## src/rtl/prog_loader.sv

```systemverilog
// prog_loader
// -----------
// Byte-stream program loader for the accumulator CPU core. Framed bytes arrive
// over a valid/ready stream and are written into the core's instruction or
// data memory while the core is held in reset. A "go" header releases the
// core. When the core raises HALT, the loader takes it back into reset so the
// next program can be loaded.
//
// Frame format: header, length L (1..2**ADDR_W), L payload bytes, checksum.
// The 8-bit wrap-around sum of every byte in the frame, checksum included,
// must be zero.
// Header byte: bit7 = target memory (0 ins / 1 data), bit6 = go,
//              bit5 = clear-err, bits[4:0] = start address.
//
// Handshake: a byte transfers on a rising clk edge where in_valid & in_ready.
// in_ready depends only on state, never on in_valid. When in_valid is low,
// nothing changes.
//
// Ports:
//   clk, rst    system clock; asynchronous active-high reset
//   in_valid    stream byte valid
//   in_data     stream byte
//   in_ready    loader can accept a byte (low only while the core runs)
//   mem_we      one-cycle write strobe, registered, one per payload byte
//   mem_sel     0 = instruction memory, 1 = data memory
//   mem_addr    write address
//   mem_wdata   write data
//   cpu_rst     reset to the core, 1 = core held
//   cpu_halt    core HALT output (only looked at while the core runs)
//   running     core released
//   err         sticky frame error (bad length or bad checksum)
//   done        sticky: core has halted since the last go

module prog_loader #(
    parameter int DATA_W = 8,
    parameter int ADDR_W = 5
) (
    input  logic              clk,
    input  logic              rst,
    input  logic              in_valid,
    input  logic [DATA_W-1:0] in_data,
    output logic              in_ready,
    output logic              mem_we,
    output logic              mem_sel,
    output logic [ADDR_W-1:0] mem_addr,
    output logic [DATA_W-1:0] mem_wdata,
    output logic              cpu_rst,
    input  logic              cpu_halt,
    output logic              running,
    output logic              err,
    output logic              done
);

    // The length field is one bit wider than an address so that a full-depth
    // frame (L = 2**ADDR_W) can be expressed.
    localparam int LEN_W = ADDR_W + 1;
    localparam logic [LEN_W-1:0] DEPTH = LEN_W'(2 ** ADDR_W);

    typedef enum logic [2:0] {
        S_IDLE = 3'd0,
        S_LEN  = 3'd1,
        S_DATA = 3'd2,
        S_CSUM = 3'd3,
        S_RUN  = 3'd4
    } state_t;

    state_t state, state_n;

    logic              sel_q;
    logic [ADDR_W-1:0] addr_q;
    logic [LEN_W-1:0]  count_q;
    logic [DATA_W-1:0] sum_q;

    logic              fire;
    logic [LEN_W-1:0]  len_val;
    logic              len_bad;
    logic [DATA_W-1:0] sum_next;

    // Decoded events for the datapath register block.
    logic go_accept;
    logic clr_accept;
    logic hdr_accept;
    logic len_ok;
    logic len_err;
    logic data_accept;
    logic csum_err;
    logic halt_seen;

    assign in_ready = (state != S_RUN);
    assign running  = (state == S_RUN);
    assign cpu_rst  = (state != S_RUN);

    assign fire     = in_valid & in_ready;
    assign len_val  = in_data[ADDR_W:0];
    assign len_bad  = (len_val == '0) || (len_val > DEPTH);
    assign sum_next = sum_q + in_data;

    always_ff @(posedge clk or posedge rst) begin
        if (rst) begin
            state <= S_IDLE;
        end else begin
            state <= state_n;
        end
    end

    always_comb begin
        state_n     = state;
        go_accept   = 1'b0;
        clr_accept  = 1'b0;
        hdr_accept  = 1'b0;
        len_ok      = 1'b0;
        len_err     = 1'b0;
        data_accept = 1'b0;
        csum_err    = 1'b0;
        halt_seen   = 1'b0;
        case (state)
            S_IDLE: begin
                if (fire) begin
                    if (in_data[DATA_W-2]) begin
                        // A go header is refused while an error is pending.
                        if (!err) begin
                            go_accept = 1'b1;
                            state_n   = S_RUN;
                        end
                    end else if (in_data[DATA_W-3]) begin
                        clr_accept = 1'b1;
                    end else begin
                        hdr_accept = 1'b1;
                        state_n    = S_LEN;
                    end
                end
            end
            S_LEN: begin
                if (fire) begin
                    if (len_bad) begin
                        len_err = 1'b1;
                        state_n = S_IDLE;
                    end else begin
                        len_ok  = 1'b1;
                        state_n = S_DATA;
                    end
                end
            end
            S_DATA: begin
                if (fire) begin
                    data_accept = 1'b1;
                    if (count_q == LEN_W'(1)) begin
                        state_n = S_CSUM;
                    end
                end
            end
            S_CSUM: begin
                if (fire) begin
                    csum_err = (sum_next != '0);
                    state_n  = S_IDLE;
                end
            end
            S_RUN: begin
                if (cpu_halt) begin
                    halt_seen = 1'b1;
                    state_n   = S_IDLE;
                end
            end
            default: begin
                state_n = S_IDLE;
            end
        endcase
    end

    always_ff @(posedge clk or posedge rst) begin
        if (rst) begin
            sel_q     <= 1'b0;
            addr_q    <= '0;
            count_q   <= '0;
            sum_q     <= '0;
            mem_we    <= 1'b0;
            mem_sel   <= 1'b0;
            mem_addr  <= '0;
            mem_wdata <= '0;
            err       <= 1'b0;
            done      <= 1'b0;
        end else begin
            mem_we <= data_accept;

            if (hdr_accept) begin
                sel_q  <= in_data[DATA_W-1];
                addr_q <= in_data[ADDR_W-1:0];
                sum_q  <= in_data;
            end

            if (len_ok) begin
                count_q <= len_val;
                sum_q   <= sum_next;
            end

            if (data_accept) begin
                mem_sel   <= sel_q;
                mem_addr  <= addr_q;
                mem_wdata <= in_data;
                // Address wraps naturally at 2**ADDR_W.
                addr_q    <= addr_q + ADDR_W'(1);
                count_q   <= count_q - LEN_W'(1);
                sum_q     <= sum_next;
            end

            if (len_err || csum_err) begin
                err <= 1'b1;
            end else if (clr_accept) begin
                err <= 1'b0;
            end

            if (go_accept) begin
                done <= 1'b0;
            end else if (halt_seen) begin
                done <= 1'b1;
            end
        end
    end

endmodule

```

## config.mk

```make
export PLATFORM = sky130hd
export DESIGN_NAME = prog_loader
export DESIGN_NICKNAME = d
export VERILOG_FILES = /design/src/rtl/prog_loader.sv
export SDC_FILE = /design/constraint.sdc
export NUM_CORES = 1
export LEC_CHECK = 0
export BUFFER_PORTS_ARGS = -buffer_cell sky130_fd_sc_hd__buf_4
export CORE_MARGIN = 5
export CORE_UTILIZATION = 34
export DETAILED_ROUTE_END_ITERATION = 10
export GPL_ROUTABILITY_DRIVEN = 0
export PLACE_DENSITY = 0.54
export SLEW_MARGIN = 25
export SYNTH_ARGS = -nofsm -noshare
export SYNTH_HDL_FRONTEND = slang
export SYNTH_SLANG_ARGS = --single-unit
```

## constraint.sdc

```tcl
create_clock -name clk -period 3.1 [get_ports clk]
set_clock_uncertainty 0.15 [all_clocks]
set_input_delay 0.465 -clock clk [delete_from_list [all_inputs] [get_ports clk]]
set_output_delay 0.465 -clock clk [all_outputs]
set_load 0.01 [all_outputs]
```

**Word level (Yosys, flattened, before mapping)**

Cells that the tools add are included.

- Output and inout bits: 20
- Logic and storage cells: 87
- Register bits after elaboration: 40
- Bits of input ports: 12

- Add/subtract/negate cells: 3
- $lt $le $gt $ge: 1
- Multiplexer cells: 46
- Reductions and logical operators: 11
- Bitwise logic cells: 1
- Eq/ne operators: 14

Operators with widths:

| operator | number |
|---|---|
| $mux W1 | 28 |
| $mux W3 | 9 |
| $mux W8 | 3 |
| $pmux W3 S5 | 1 |
| $mux W6 | 2 |
| $ne A2 B2 Y1 const B | 6 |
| $mux W5 | 2 |
| $ne A3 B3 Y1 const B | 3 |
| $add A8 B8 Y8 | 1 |
| $reduce_and A8 Y1 | 1 |
| $reduce_bool A2 Y1 | 4 |
| $reduce_bool A8 Y1 | 1 |
| $eq A3 B2 Y1 const B | 2 |
| $eq A6 B1 Y1 const B | 1 |
| $gt A6 B6 Y1 const B | 1 |
| $logic_not A6 Y1 | 1 |
| $sub A6 B1 Y6 const B | 1 |
| $add A5 B1 Y5 const B | 1 |
| $eq A3 B1 Y1 const B | 1 |
| $eq A3 B3 Y1 const B | 1 |
| $logic_not A3 Y1 | 1 |
| $reduce_bool A3 Y1 | 1 |
| $logic_or A1 B1 Y1 | 2 |
| $mux W2 | 1 |
| $and A1 B1 Y1 | 1 |

**Logic depth before layout (Yosys ltp)**

Gate-level depths: netlist (run 1).

- Word-level depth: 7
- Mapped depth: 8
- Depth with buffers taken out: 8

**Worst setup path after synthesis (run 1)**

Ideal clock, no wire load.

- Path type: input to register
- From: input port in_data[0]
- To: register err
- Setup time: 121 ps
- Slack: 768 ps
- Buffers on the path: 0
- Arrival time: 2061 ps
- Data required time: 2829 ps
- Stages: 8
- Cell sequence: ha_1 > fa_1 > a211oi_1 > o21bai_1 > a21oi_1 > xor2_1 > nand3_1 > a22o_1

- Longest elaborated chain between the ends: 7
- Elaborated cells on any way between the ends: 13
- Classes of those cells: 1 x add/sub; 1 x order compare; 6 x mux; 5 x reduce/logical

RTL lines:

| element | RTL line | source |
|---|---|---|
| start, declared | 41 | `input logic [DATA_W-1:0] in_data,` |
| parallel branches: the longest is 5 deep, another holds $add A8 B8 Y8 | - |  |
| $logic_or A1 B1 Y1 (*) | 206 | `if (len_err \|\| csum_err) begin` |
| $mux W1 / $reduce_bool A2 Y1 (equally long branches) | - |  |
| end signal, assigned | 180 | `err <= 1'b0;` |
| end signal, assigned | 207 | `err <= 1'b1;` |
| end signal, assigned | 209 | `err <= 1'b0;` |
| end, declared | 50 | `output logic err,` |

Every way passes the cells marked *.
A chain may end at the register's enable or synchronous reset.

**Worst setup path after layout (run 1)**

- From: register sum_q[0]
- To: register err

- Longest elaborated chain between the ends: 6
- Elaborated cells on any way between the ends: 7
- Classes of those cells: 1 x add/sub; 3 x mux; 3 x reduce/logical

RTL lines:

| element | RTL line | source |
|---|---|---|
| start, declared | 72 | `logic [DATA_W-1:0] sum_q;` |
| start signal, assigned | 188 | `sum_q <= in_data;` |
| start signal, assigned | 193 | `sum_q <= sum_next;` |
| start signal, assigned | 203 | `sum_q <= sum_next;` |
| $add A8 B8 Y8 (*) | 96 | `assign sum_next = sum_q + in_data;` |
| $reduce_bool A8 Y1 (*) | 154 | `csum_err = (sum_next != '0);` |
| $mux W1 (*) | 153 | `if (fire) begin` |
| $mux W1 (*) | 116 | `case (state)` |
| $logic_or A1 B1 Y1 (*) | 206 |  |
| $mux W1 / $reduce_bool A2 Y1 (equally long branches) | - |  |

Every way passes the cells marked *; elsewhere a longest branch is shown, timed or not.

==> implementation parameters, run 1 <==
Parameter                              Value

Status
  Run status    completed

Logic synthesis
  Share of synthesized area occupied by flip-flops and latches    47.3%
  Netlist cell types    44
  Top cells by instance count after synthesis    nand2_1 (59), dfrtp_1 (40), nor2_1 (22), o21ai_0 (11), ha_1 (10)
  Mux share of post-synthesis cell area    1.89%
  Post-synthesis cell type with the largest combined area    dfrtp_1
  Yosys top cell area share    ~47%
  Syn_nets    257
  Synth Area in Simple Gates    23.4%
  Synthesized area per cell    between 9 and 10 µm²
  Number of synthesized register bits    40
  Number of warning messages in the yosys log    0
  Share of the synthesized netlist area taken by xor and xnor gates    3.31%
  Proportion of register bits with asynchronous set or reset after synthesis    100%
  Synth Area in Adders    roughly 6.9%
  Synth top area cells    dfrtp_1 (47%), nand2_1 (10%), ha_1 (5.9%)
  Main combinational cell family by area after synthesis    simple AND/OR/NAND/NOR gates
  Most common cell in the netlist    nand2_1
  EDFF count, synth    0
  Primary FF master, synth    dfrtp_1
  Gate count after technology mapping    234
  Synthesized-area fraction occupied by ao, oa, aoi and oai cells    14.3%
  Cell area after synthesis    approximately 2100 µm²

Power
  Cell internal power dissipation    around 1.4 mW
  Flop pwr share    between 40% and 50%
  Largest vdd supply drop    roughly 320 µV
  Net load switching power    around 920 µW
  Lkg Pwr    1.23 nW
  Total Power    between 2 and 2.5 mW
  Part of the total power dissipated in combinational logic    44.1%
  Cell area power density    ~920 nW/µm²
  Switch share    about two fifths
  Clock network power share    between 15 and 20%

Drt
  Routed via count    approximately 1.8k
  Count of TritonRoute iterations in the first routing pass    4
  Post-detailed-routing wire length    around 5100 µm
  Initial DRC Count    just over 90
  Post-detailed-route DRC marker count    0
  Avg Vias per Cell    ~5.2
  Routed wirelength normalized by instance count    about 15 µm
  Remaining number of nets flagged by the antenna check after routing    0

Worst setup path
  Crit path capture type    flip-flop
  Data arrival, critical path    approximately 2.5 ns
  Worst-path maximum fanout    2
  Type of origin of the critical path    flip-flop
  CP cell instances    ha_1, fa_1, a211oi_1, o21bai_1, a21oi_1, xor2_1, nand3_1, a22o_1
  CP delay by family, top    compound AO/OA/AOI/OAI gates
  Critical Path RT    approximately 3.1 ns
  Kind of critical path    flip-flop to flip-flop
  Cell at the slowest stage of the critical path    fa_1
  Worst path max stage delay    about 0.4 ns
  Buffers and inverters on the worst path    0

Die
  Horiz. Die Dim    between 80 and 90 µm
  Y dimension of the die    88.9 µm
  Number of top-level pins    32
  Die ar.    ~8000 µm²
  Effective utilization at floorplan    35.3%
  Row count    28
  Core footprint    ~6000 µm²

Placement
  Port bufs    31
  Detailed Place HPWL    approximately 3700 µm
  Pre-CTS setup slack    between 0.4 and 0.5 ns

STA
  Tightest Pin Transition    0.554 ns
  Setup_tns    0 ns
  Setup repair after global routing missed its margin    no
  Final Max Slew Viols    0
  Final worst setup slack    around 0.67 ns
  Max-slew headroom at the worst pin    ~63%
  Highest clock rate    just over 0.4 GHz
  Post-layout minimum cycle time    2.43 ns
  Endpoints failing hold    0
  Number of failing setup endpoints in the final timing report    0
  Period utilisation layout    between 70% and 80%

CTS
  Clock sink count    40
  Clock Tree Buf Depth    2
  CTS hold repair buffers    0
  Reg clk slew, reported paths    roughly 0.07 ns
  Number of buffers created by CTS    5
  Number of gates given a new drive strength after cts    0
  Clock insertion delay at the later pin of the skew report    a little under 0.3 ns
  TritonCTS clock tree    yes
  Postcts setup bufs    0
  CTS Root Cell    clkbuf_8
  H-tree depth    2

Job
  MaxCap Viol Count    0

Layout
  Count of antenna diodes in the layout    0
  Syn-to-layout area delta    19.0%
  Net count of the finished layout    290
  Fraction of final layout cells with drive strength greater than 1    approximately 17%
  Filler Cell Count    approximately 610
  Finished Core Util    a little over two fifths

GRT
  Aggregate global routing overflow    0
  GR met1 Demand/Resource    21.0%
  Number of antenna violations at the first check in global routing    0
  Met2 track demand over resource in global routing    between 20 and 25%
  Global-route wire length before repair    a little under 9000 µm
  Global Route met3 Usage    under 10%
  Via count of the first global-routing pass    about 1.7k
  Largest net degree at the start of global routing    just over 40
  GR peak layer    met2
  Total global-route track usage    about 15%

Hold path
  Class of the worst hold path    input port to async pin
kinds of logic (layout without fill, tap and decap cells):
logic type / after synthesis / count (layout)
and+or+nand+nor: 110 / 110
DFF: 40 / 40
adders and majority gates: 11 / 11
xor gates and xnor gates: 8 / 8
buffers and inverters: 15 / 49
AOI/OAI and AO/OA: 46 / 46
muxes: 4 / 4
state kept, by name, summed over array words and instances (netlist names):
register and flops:
mem_sel 1, count_q 6, state 3, done 1
addr_q 5, sel_q 1, mem_addr 5, mem_we 1
mem_wdata 8, sum_q 8, err 1
final timing paths:
path	start	end	slack, ns	depth (start not counted)
setup / recovery	sum_q[0]	err	0.67	8
hold / removal	rst	done	0.15	3
setup reg to reg	sum_q[0]	err	0.67	8
hold reg to reg	sel_q	mem_sel	0.33	2
max in group asynchronous	rst	addr_q[3]	2.28	3
min in group clk	cpu_halt	state[2]	0.23	2
stage by stage:
stage | instance area (µm²) | hold slack [ns] | cells
detailed placement | 2430 | 0.315 | 335
global route | 2520 | 0.200 | 343
finish | 2520 | 0.151 | 343
floorplan | 2120 | 0.289 | 234
CTS | 2520 | 0.178 | 343
global placement | 2430 | 0.308 | 335
power groups by stage:
stage          Clock, mW  Sequential, mW  Combinational, mW
3_5_place_dp           0           0.952               1.03
5_1_grt            0.397           0.986               1.16
4_1_cts            0.375           0.943               1.04
2_1_floorplan          0           0.945              0.667
3_3_place_gp           0           0.950               1.02
6_report           0.359           0.942               1.03
placed cells by master (no fill, tap or decap), drive strengths merged, types with 7 or more instances in the layout:
cell	instances
nand2	59
dfrtp	40
buf	34
nor2	23
o21ai	15
ha	10
nand3	8
clkbuf	8
inv	7
a21oi	7
area by class of cell:
cell class                 instances  area, µm²  area share, %
clock buffer                       8       90.1           3.58
multi-input combinational        179       1050           41.7
inverter                           7       26.3           1.04
sequential                        40       1000           39.8
timing repair buffer              34        255           10.1
tap                               75       93.8           3.73
worst min-delay path: stages:
cell and delay (ns):
buf_4 0.11, inv_1 0.04, buf_4 0.43
layer usage:
layer  vias up  part of all wire (%)
li1        874                     -
met1       845                    50
met2        41                    43
met3         7                   6.0
met4         0                   1.2
met5         -                     0
Power figures use the tool's default switching activity.
==> run 2, diff against run 1 <==
- PLACE_DENSITY: 0.54 -> 0.56
- clock period: 3.1 -> 2.03 ns (I/O delays scaled with it)
==> run 2 against run 1 <==
Utilization up 7.7 points. Die area unchanged. Flip-flop and latch count did not move. First-iteration DRC count increased by 13%. Combinational power grew 97%. Largest cell class unchanged. The flow now finishes with violations (hold timing, setup timing). Global-route usage is 0.58 points higher.
==> implementation parameters, run 2 (synthesis gave the netlist of run 1 again) <==
Parameter                              Value

Status
  Run status    finished, violations left
  Violated checks    hold timing, setup timing

Layout
  Net count of the finished layout    roughly 330
  Final non-filler cell total    approximately 380
  Count of antenna diodes in the layout    0
  Leading cell types in the layout, fill and taps excluded    buf_4 (64), nand2_1 (59), dfrtp_1 (40)
  Most frequent standard cell in the layout excluding fill and tap cells    buf_4
  Filler Cell Count    ~600
  Cell area after layout    2980 µm²
  Largest regs    mem_wdata x8, sum_q x8, count_q x6
  Fraction of final layout cells with drive strength greater than 1    about 32%
  Syn-to-layout area delta    40.7%

Worst setup path
  Data arrival, critical path    between 2 and 2.5 ns
  Cells on worst reg2reg path    8
  FF-to-FF setup slack    -0.20 ns
  Reg2reg end    err
  Worst-path maximum fanout    2
  Crit path capture type    flip-flop
  Type of origin of the critical path    flip-flop
  Critical Path RT    roughly 2.1 ns
  Reg-to-Reg Start    sum_q[0]
  Kind of critical path    flip-flop to flip-flop

CTS
  TritonCTS clock tree    yes
  Clock sink count    40
  Clock insertion delay at the later pin of the skew report    roughly 0.3 ns
  CTS hold repair buffers    0
  Clock Tree Buf Depth    2
  Number of buffers created by CTS    5
  CTS Root Cell    clkbuf_8
  H-tree depth    2
  Reg clk slew, reported paths    0.09 ns

STA
  Tightest Pin Transition    0.536 ns
  Setup repair after global routing missed its margin    yes
  Number of failing setup endpoints in the final timing report    2
  Final worst setup slack    -0.202 ns
  Max-slew headroom at the worst pin    roughly 64%
  Post-layout minimum cycle time    2.23 ns
  Endpoints failing hold    14
  Highest clock rate    roughly 0.45 GHz
  Period utilisation layout    110%
  Worst hold-check slack    -0.0184 ns
  Setup_tns    -0.240 ns
  Final Max Slew Viols    0

Power
  Flop pwr share    32.5%
  Part of the total power dissipated in combinational logic    between 40% and 50%
  Switch share    a little over a third
  Clock network power share    between 20% and 30%
  Cell area power density    ~1500 nW/µm²
  Cell internal power dissipation    about 2.8 mW
  Total Power    between 4 and 5 mW
  Largest vdd supply drop    649 µV
  Net load switching power    1.56 mW
  Lkg Pwr    around 1.5 nW

Drt
  Routed wirelength normalized by instance count    14.8 µm
  Detailed route wirelength on metal3    between 200 and 300 µm
  Routed wl met2    approximately 2600 µm
  Highest routing layer actually used    met4
  Post-Route M1 WL    roughly 2700 µm
  Avg Vias per Cell    4.98
  Post-detailed-routing wire length    around 5600 µm
  Remaining number of nets flagged by the antenna check after routing    0
  Initial DRC Count    around 100
  Count of TritonRoute iterations in the first routing pass    4
  Post-detailed-route DRC marker count    0
  Routed via count    ~1.9k

Die
  Die ar.    7900 µm²
  Effective utilization at floorplan    a little over a third
  Row count    28
  Y dimension of the die    roughly 90 µm
  Number of top-level pins    32
  Horiz. Die Dim    between 80 and 90 µm
  Core footprint    between 5000 and 6000 µm²

GRT
  Aggregate global routing overflow    0
  Largest net degree at the start of global routing    between 40 and 50
  Via count of the first global-routing pass    roughly 1.9k
  Total global-route track usage    between 15 and 20%
  Global-route wire length before repair    9250 µm
  Number of antenna violations at the first check in global routing    0

Placement
  Detailed Place HPWL    4130 µm
  Port bufs    31
  DP Area    about 2700 µm²
  Placed insts    369

Hold path
  Class of the worst hold path    input port to async pin

Job
  MaxCap Viol Count    0
## run 2: how the worst max path moves through the flow
stage	from	endpoint	slack [ns]	depth (start not counted)
2_1_floorplan	sum_q[0]	err	-0.09	8
3_3_place_gp	in_data[1]	err	-0.34	8
3_5_place_dp	in_data[1]	err	-0.34	8
4_1_cts	sum_q[0]	err	-0.22	8
5_1_grt	sum_q[0]	err	-0.31	8
6_report	sum_q[0]	err	-0.20	8
## run 2: worst max-delay path: stages, from the launching register on
cell and delay (ns):
dfrtp_1 0.39, ha_2 0.19, fa_2 0.36, a211oi_2 0.21, o21bai_1 0.11, a21oi_1 0.16, xor2_1 0.21, nand3_1 0.11
a22o_1 0.23
## run 2: repair_timing
action                                  4_1_cts  5_1_grt
pin swaps                                     2        9
endpoints found under the setup margin        4       19
setup buffers                                 0        1
gates resized for setup                       4       16
## run 2: area by class of cell
cell class | count | area, µm² | share of cell area (%)
Inverter | 7 | 30.0 | 1.01
Clock buffer | 5 | 68.8 | 2.31
Multi-Input combinational cell | 179 | 1130 | 38.1
Clock inverter | 3 | 90.1 | 3.03
Timing Repair Buffer | 69 | 558 | 18.7
Sequential cell | 40 | 1000 | 33.6
Tap cell | 75 | 93.8 | 3.15
## run 2: power groups by stage
| stage | registers [mW] | clock network (mW) | logic (mW) |
|---|---|---|---|
| finish | 1.42 | 0.928 | 2.03 |
| global route | 1.48 | 0.975 | 2.28 |
| CTS | 1.43 | 0.945 | 1.96 |
| detailed placement | 1.43 | 0 | 1.93 |
| global placement | 1.43 | 0 | 1.91 |
| floorplan | 1.44 | 0 | 1.03 |
## run 2: stage by stage
stage | worst slack, ns | util, %
after floorplan | -0.0850 | -
after global placement | -0.337 | 45.4
after detailed placement | -0.343 | 45.4
after CTS | -0.221 | 48.4
after global routing | -0.312 | 49.7
final | -0.202 | 49.7
## run 2: routing by layer
metal / track usage [%] / up-vias
li1: - / 945
met1: 21.4 / 894
met2: 24.6 / 41
met3: 2.61 / 4
met4: 3.71 / 0
met5: 0 / -
